File: src/rtl/cacheline_adaptor.sv
// Bridges a wide cacheline request port to a narrow burst-mode memory port.
// Fills are assembled beat-by-beat and writebacks are serialized; beat 0 is the low word.
module cacheline_adaptor #(
  parameter int LINE_WIDTH  = 256,
  parameter int BURST_WIDTH = 64,
  parameter int ADDR_WIDTH  = 32
) (
  input  logic                   clk,
  input  logic                   rst,
  input  logic [ADDR_WIDTH-1:0]  address_i,
  input  logic                   read_i,
  input  logic                   write_i,
  input  logic [LINE_WIDTH-1:0]  line_i,
  output logic [LINE_WIDTH-1:0]  line_o,
  output logic                   resp_o,
  output logic [ADDR_WIDTH-1:0]  address_o,
  output logic                   read_o,
  output logic                   write_o,
  output logic [BURST_WIDTH-1:0] burst_o,
  input  logic [BURST_WIDTH-1:0] burst_i,
  input  logic                   resp_i
);

  localparam int BEATS      = LINE_WIDTH / BURST_WIDTH;
  localparam int CNT_W      = $clog2(BEATS);
  localparam int LINE_BYTES = LINE_WIDTH / 8;

  localparam logic [CNT_W-1:0]      LAST_BEAT = CNT_W'(BEATS - 1);
  localparam logic [ADDR_WIDTH-1:0] LINE_MASK = ~ADDR_WIDTH'(LINE_BYTES - 1);

  localparam logic [1:0] S_IDLE = 2'd0;
  localparam logic [1:0] S_RD   = 2'd1;
  localparam logic [1:0] S_WR   = 2'd2;
  localparam logic [1:0] S_DONE = 2'd3;

  logic [1:0]            state_q, state_d;
  logic [CNT_W-1:0]      cnt_q, cnt_d;
  logic [LINE_WIDTH-1:0] line_q, line_d;
  logic [ADDR_WIDTH-1:0] addr_q, addr_d;

  always_comb begin
    state_d = state_q;
    cnt_d   = cnt_q;
    line_d  = line_q;
    addr_d  = addr_q;
    case (state_q)
      S_IDLE: begin
        // Writeback has priority; a concurrent read stays asserted and is taken next IDLE.
        if (write_i) begin
          state_d = S_WR;
          addr_d  = address_i & LINE_MASK;
          line_d  = line_i;
          cnt_d   = '0;
        end else if (read_i) begin
          state_d = S_RD;
          addr_d  = address_i & LINE_MASK;
          cnt_d   = '0;
        end
      end
      S_RD: begin
        if (resp_i) begin
          line_d[cnt_q*BURST_WIDTH +: BURST_WIDTH] = burst_i;
          cnt_d = cnt_q + 1'b1;
          if (cnt_q == LAST_BEAT) state_d = S_DONE;
        end
      end
      S_WR: begin
        if (resp_i) begin
          cnt_d = cnt_q + 1'b1;
          if (cnt_q == LAST_BEAT) state_d = S_DONE;
        end
      end
      default: state_d = S_IDLE;
    endcase
  end

  always_ff @(posedge clk or negedge rst) begin
    if (!rst) begin
      state_q <= S_IDLE;
      cnt_q   <= '0;
      line_q  <= '0;
      addr_q  <= '0;
    end else begin
      state_q <= state_d;
      cnt_q   <= cnt_d;
      line_q  <= line_d;
      addr_q  <= addr_d;
    end
  end

  // Outputs decode registered state only, so there is no input-to-output path.
  assign read_o    = (state_q == S_RD);
  assign write_o   = (state_q == S_WR);
  assign resp_o    = (state_q == S_DONE);
  assign address_o = addr_q;
  assign line_o    = line_q;
  assign burst_o   = line_q[cnt_q*BURST_WIDTH +: BURST_WIDTH];

endmodule

File: config.mk
export PLATFORM = sky130hd
export DESIGN_NAME = cacheline_adaptor
export DESIGN_NICKNAME = d
export VERILOG_FILES = /design/src/rtl/cacheline_adaptor.sv
export SDC_FILE = /design/constraint.sdc
export NUM_CORES = 1
export LEC_CHECK = 0
export CORE_AREA = 2 2 275 277
export CTS_BUF_LIST = sky130_fd_sc_hd__clkbuf_2 sky130_fd_sc_hd__clkbuf_4 sky130_fd_sc_hd__clkbuf_8
export CTS_CLUSTER_DIAMETER = 30
export DETAILED_ROUTE_END_ITERATION = 7
export DIE_AREA = 0 0 277 279
export GPL_TIMING_DRIVEN = 0
export PLACE_DENSITY = 0.54
export SKIP_CTS_REPAIR_TIMING = 1
export SLEW_MARGIN = 20
export SYNTH_ARGS = -nofsm -noshare
export SYNTH_HDL_FRONTEND = slang
export SYNTH_SLANG_ARGS = --single-unit
File: constraint.sdc
create_clock -name clk -period 4.4 [get_ports clk]
set_input_delay 0.44 -clock clk [delete_from_list [all_inputs] [get_ports clk]]
set_output_delay 0.44 -clock clk [all_outputs]
set_load 0.01 [all_outputs]
# Word-level counts from Yosys, hierarchy flattened
# Cells that the tools add are included.
# totals
inputBits	357
out_inout_bits	355
word_cells	42
reg_bits	292
# classes
muxes	15
n_shift	3
reduce_logical	9
eq_ne	9
addsub	2
# op_table
cell	n
256-bit two-way mux	2
256-bit case mux with 2 select lines	1
256-bit bitwise mux	1
64-bit by 34-bit variable shift with 256-bit output, first input constant	1
256-bit by 9-bit indexed part select with 64-bit output	1
64-bit by 34-bit indexed part select with 256-bit output	1
32-bit two-way mux	2
8-bit negation with 34-bit output	1
2-bit two-way mux	7
3-bit AND reduction	3
2-bit case mux with 2 select lines	2
2-bit equality test, second input constant	3
2-bit by 1-bit != test with 1-bit output, second input constant	3
2-bit nonzero test	3
3-bit != test, second input constant	1
2-bit by 1-bit adder with 2-bit output, second input constant	1
2-bit by 1-bit equality test with 1-bit output, second input constant	1
2-bit zero test	1
2-bit != test, second input constant	1
2-bit AND reduction	1
2-bit OR reduction	1

# Logic depth before layout (Yosys ltp)
# logic_depth
ltp_word	5
depth_mapped	10
mapped_depth_nobuf	5

# Least setup slack after synthesis
# Ideal clock, no wire load.
# synth_path
kind	register to register
startpoint	register cnt_q[0]
endpoint	register line_q[100], in the netlist line_o[100]
stages_incl_launch_ff	11
setup_time_ns	0.125
period_less_slack_ns	2.691
t_required_ns	4.275
setup_slack_ns	1.709
n_path_buf	5
arrival_ns	2.566
cell_sequence	dfrtp_1 buf_2 buf_2 buf_2 inv_1 ha_1 and2_1 buf_1 clkbuf_1 a32o_1 mux2_2
# synth_via
elab_chain_len	5
elab_cells_between_ends	6
classes_between	add/sub (1); shift (2); mux (3)
# synth_lines
item	line	source
from (decl)	37	logic [CNT_W-1:0] cnt_q, cnt_d;
from (signal assigned)	85	cnt_q <= cnt_d;
8-bit negation with 34-bit output *	62	line_d[cnt_q*BURST_WIDTH +: BURST_WIDTH] = burst_i;
64-bit by 34-bit indexed part select with 256-bit output or 64-bit by 34-bit variable shift with 256-bit output (tied branches)	62	
256-bit bitwise mux *	62	
256-bit two-way mux *	61	if (resp_i) begin
256-bit case mux with 2 select lines *	46	case (state_q)
to (signal assigned)	86	line_q <= line_d;
to (decl)	38	logic [LINE_WIDTH-1:0] line_q, line_d;
# Mark *: on every way between the ends. The rest lies on a longest branch, timed or not. The select of a mux whose other input is x is not followed.
# A chain may end at the register's enable or synchronous reset.

# Worst setup path in the final report
# layout_path
startpoint	register cnt_q[0]
endpoint	output burst_o[60]
# layout_via
elab_chain_len	1
# layout_lines
item	line	source
256-bit by 9-bit indexed part select with 64-bit output	97	assign burst_o = line_q[cnt_q*BURST_WIDTH +: BURST_WIDTH];
to (decl)	19	output logic [BURST_WIDTH-1:0] burst_o,
# Every way passes these cells.

==> summary.txt <==
Outcome
  • Outcome: finished clean

Global routing
  • Global-route wire length before repair: 131000 um
  • Number of global-route vias before repair: 16800
  • Antenna violations before repair: 8
  • Tot GR Track Use: 23.7%
  • Gr ovfl total: 0
  • Largest net degree at the start of global routing: 88

Setup path
  • Setup crit end kind: output pin
  • CP Depth: 5
  • Kind of cell adding the most delay to the critical path: buffers and inverters
  • Master of the slowest instance on the critical path: buf_2
  • Crit-path max FO: 10
  • Critical path arrival: 3.69 ns
  • Slowest stage delay, CP: 0.76 ns
  • Crit-path cells: buf_2, buf_2, buf_2, mux4_2, clkdlybuf4s50_1
  • Worst setup SP type: flop
  • Buf/Inv on CP: 4
  • Crit Path Class: reg -> out
  • Worst Reg-to-Reg Cells: 10
  • Crit-path most repeated cell: buf_2
  • CP Data Required Time: 3.96 ns

Timing
  • Max-slew violations: 0
  • Post-layout min period: 4.13 ns
  • Max_slew headroom: 31.8%
  • Unrepaired setup endpoints after global routing: false
  • Max Freq: 0.242 GHz
  • Slew @ Worst Pin: 1.02 ns
  • Setup TNS: 0 ns
  • Fin. Hold Viols: 0
  • Tcrit/Tclk final: 94.0%
  • Layout Skew: 0.0285 ns
  • Final setup viols: 0

Route
  • Routed Antenna Nets: 0
  • DR pass1 iterations: 6
  • Post-DR vias/cell: 5.15
  • Detailed Route WL: 94200 um
  • DRC Markers: 0
  • DR WL/cell: 30.7 um
  • Vias: 15800
  • DR iter-0 viols: 1027

Place
  • Final RePlAce weighted congestion: 0.855
  • Final HPWL DP: 69300 um
  • Post-Place Cells: 2899
  • IO buf count: 701

Floorplanning
  • I/O Pins: 712
  • Die Ht: 279 um
  • Die width: 277 um
  • Core Box Area: 74100 sq um
  • Initial Util: 22.0%
  • Row count: 100
  • Die area: 77300 sq um

Clock tree
  • CTS root buffer: clkbuf_8
  • CTS Buf Count: 91
  • Clock tree buffer depth: 3
  • Clock net sink count: 287
  • H-tree levels: 3
  • Clk pin slew, worst setup/hold paths: 0.05 ns
  • CTS tree: done
  • Worst-Skew Late Latency: 0.68 ns

Synthesis
  • Post-Syn Instances: 1219
  • Synthesized flop and latch total: 287
  • Post-Synthesis Cell Area: 16300 sq um
  • Seq/Total Area, Yosys: 44.1%
  • Cell variety after synth: 29
  • Avg Inst Size Synth: 13.4 sq um
  • Yosys warnings: 0

Final layout
  • Finished Layout Cells: 3072
  • Layout cells sized above 1: 28.0%
  • Total Nets Final: 2391
  • Filler instances: 7281
  • Area grow syn2layout: 66.7%

Power and ir drop
  • Power Density: 905 nW/um^2
  • VDD IR max: 0.000411 V
  • Pleak: 0.0109 uW

Hold path
  • Hold crit path type: in -> async

Flow run
  • Max-Cap Viols: 0
Yosys cell counts (all sizes together):
library cell  instances  area [sq um]
dfrtp               287          7180
a41o                 64           641
inv                   6          22.5
or4b                  1          10.0
a21oi                 7          50.0
clkbuf              104           390
nand2                 6          22.5
nand2b                2          12.5
o2bb2ai              64           561
and3b                 1          8.76
a32o                128          1280
mux2i                 1          10.0
o21ai                 3          15.0
conb                  1          3.75
nor2b                67           419
nand4b               64           561
nor3b                 1          7.51
buf                  48           292
mux2                285          3210
and2                  1          6.26
mux4                 64          1440
o311ai                2          17.5
ha                   10           125
nor2                  1          3.75
or4                   1          7.51
flip-flops by register name, indices dropped and copies added, names as in the netlist:
register   flops
line_o       256
address_o     27
cnt_q          2
state_q        2
layout make-up:
| cell class | count | area [sq um] | share of cell area, % |
|---|---|---|---|
| multi-input cells | 778 | 8460 | 31.1 |
| repair buffers | 708 | 7200 | 26.5 |
| flip-flops and latches | 287 | 7180 | 26.4 |
| clock buffers | 116 | 1520 | 5.60 |
| well taps | 969 | 1210 | 4.46 |
| clock inverters | 51 | 861 | 3.17 |
| plain buffers | 152 | 711 | 2.61 |
| inverters | 6 | 22.5 | 0.0829 |
| diodes | 5 | 12.5 | 0.0460 |
cell families after synthesis:
family / synth area share [%]
adders and majority gates: 0.768
and+or+nand+nor: 6.49
DFF: 44.1
other: 0.0230
buffers and inverters: 4.32
AOI/OAI and AO/OA: 15.7
muxes: 28.6
final timing paths:
check | start | end | slack, ns
worst min register to register | address_o[13]$_DFFE_PN0P_ | address_o[13]$_DFFE_PN0P_ | 0.50
worst max-delay path | cnt_q[0]$_DFFE_PN0P_ | burst_o[60] | 0.27
worst min-delay path | rst | line_o[141]$_DFFE_PN0P_ | 0.27
worst max register to register | cnt_q[0]$_DFFE_PN0P_ | line_o[65]$_DFFE_PN0P_ | 0.34
min in group clk | address_i[26] | address_o[26]$_DFFE_PN0P_ | 0.38
max in group asynchronous | rst | line_o[234]$_DFFE_PN0P_ | 2.81
where the power goes:
group	switching (uW)	internal, uW	leakage (uW)
sequential	1290	4000	0.00353
clock	1660	3570	0.00122
combinational	6900	7180	0.00612
total	9840	14700	0.0109
metrics by stage:
stage               cell area, sq um  setup WS, ns  utilization (%)  hold WS [ns]  total power, uW
floorplan                      16300          1.71                -         0.144            11700
global placement               24500        -10.81             33.1         0.490            19100
detailed placement             24800       -0.0831             33.4         0.394            19400
CTS                            27100       -0.0825             36.6        -0.371            24800
global route                   27200        0.0745             36.7         0.282            25700
finish                         27200         0.265             36.7         0.273            24600
per-layer routing:
metal  up-vias  global-route usage, %  part of all wire (%)
li1       6599                      -                     -
met4         2                   7.98                   2.8
met1      8225                   29.5                    41
met3       157                   6.23                   7.5
met2       835                   39.6                    48
met5         -                      0                 0.014
cell usage in the layout, fill, tap and decap left out, types with 64 or more instances in the layout:
master           count
a32o_1             128
a41o_1              64
mux2_2             285
mux4_2              64
clkbuf_8           104
nor2b_1             67
clkbuf_1            89
clkdlybuf4s50_1    700
nand4b_1            64
dfrtp_1            287
o2bb2ai_1           64
Power figures use the tool's default switching activity.
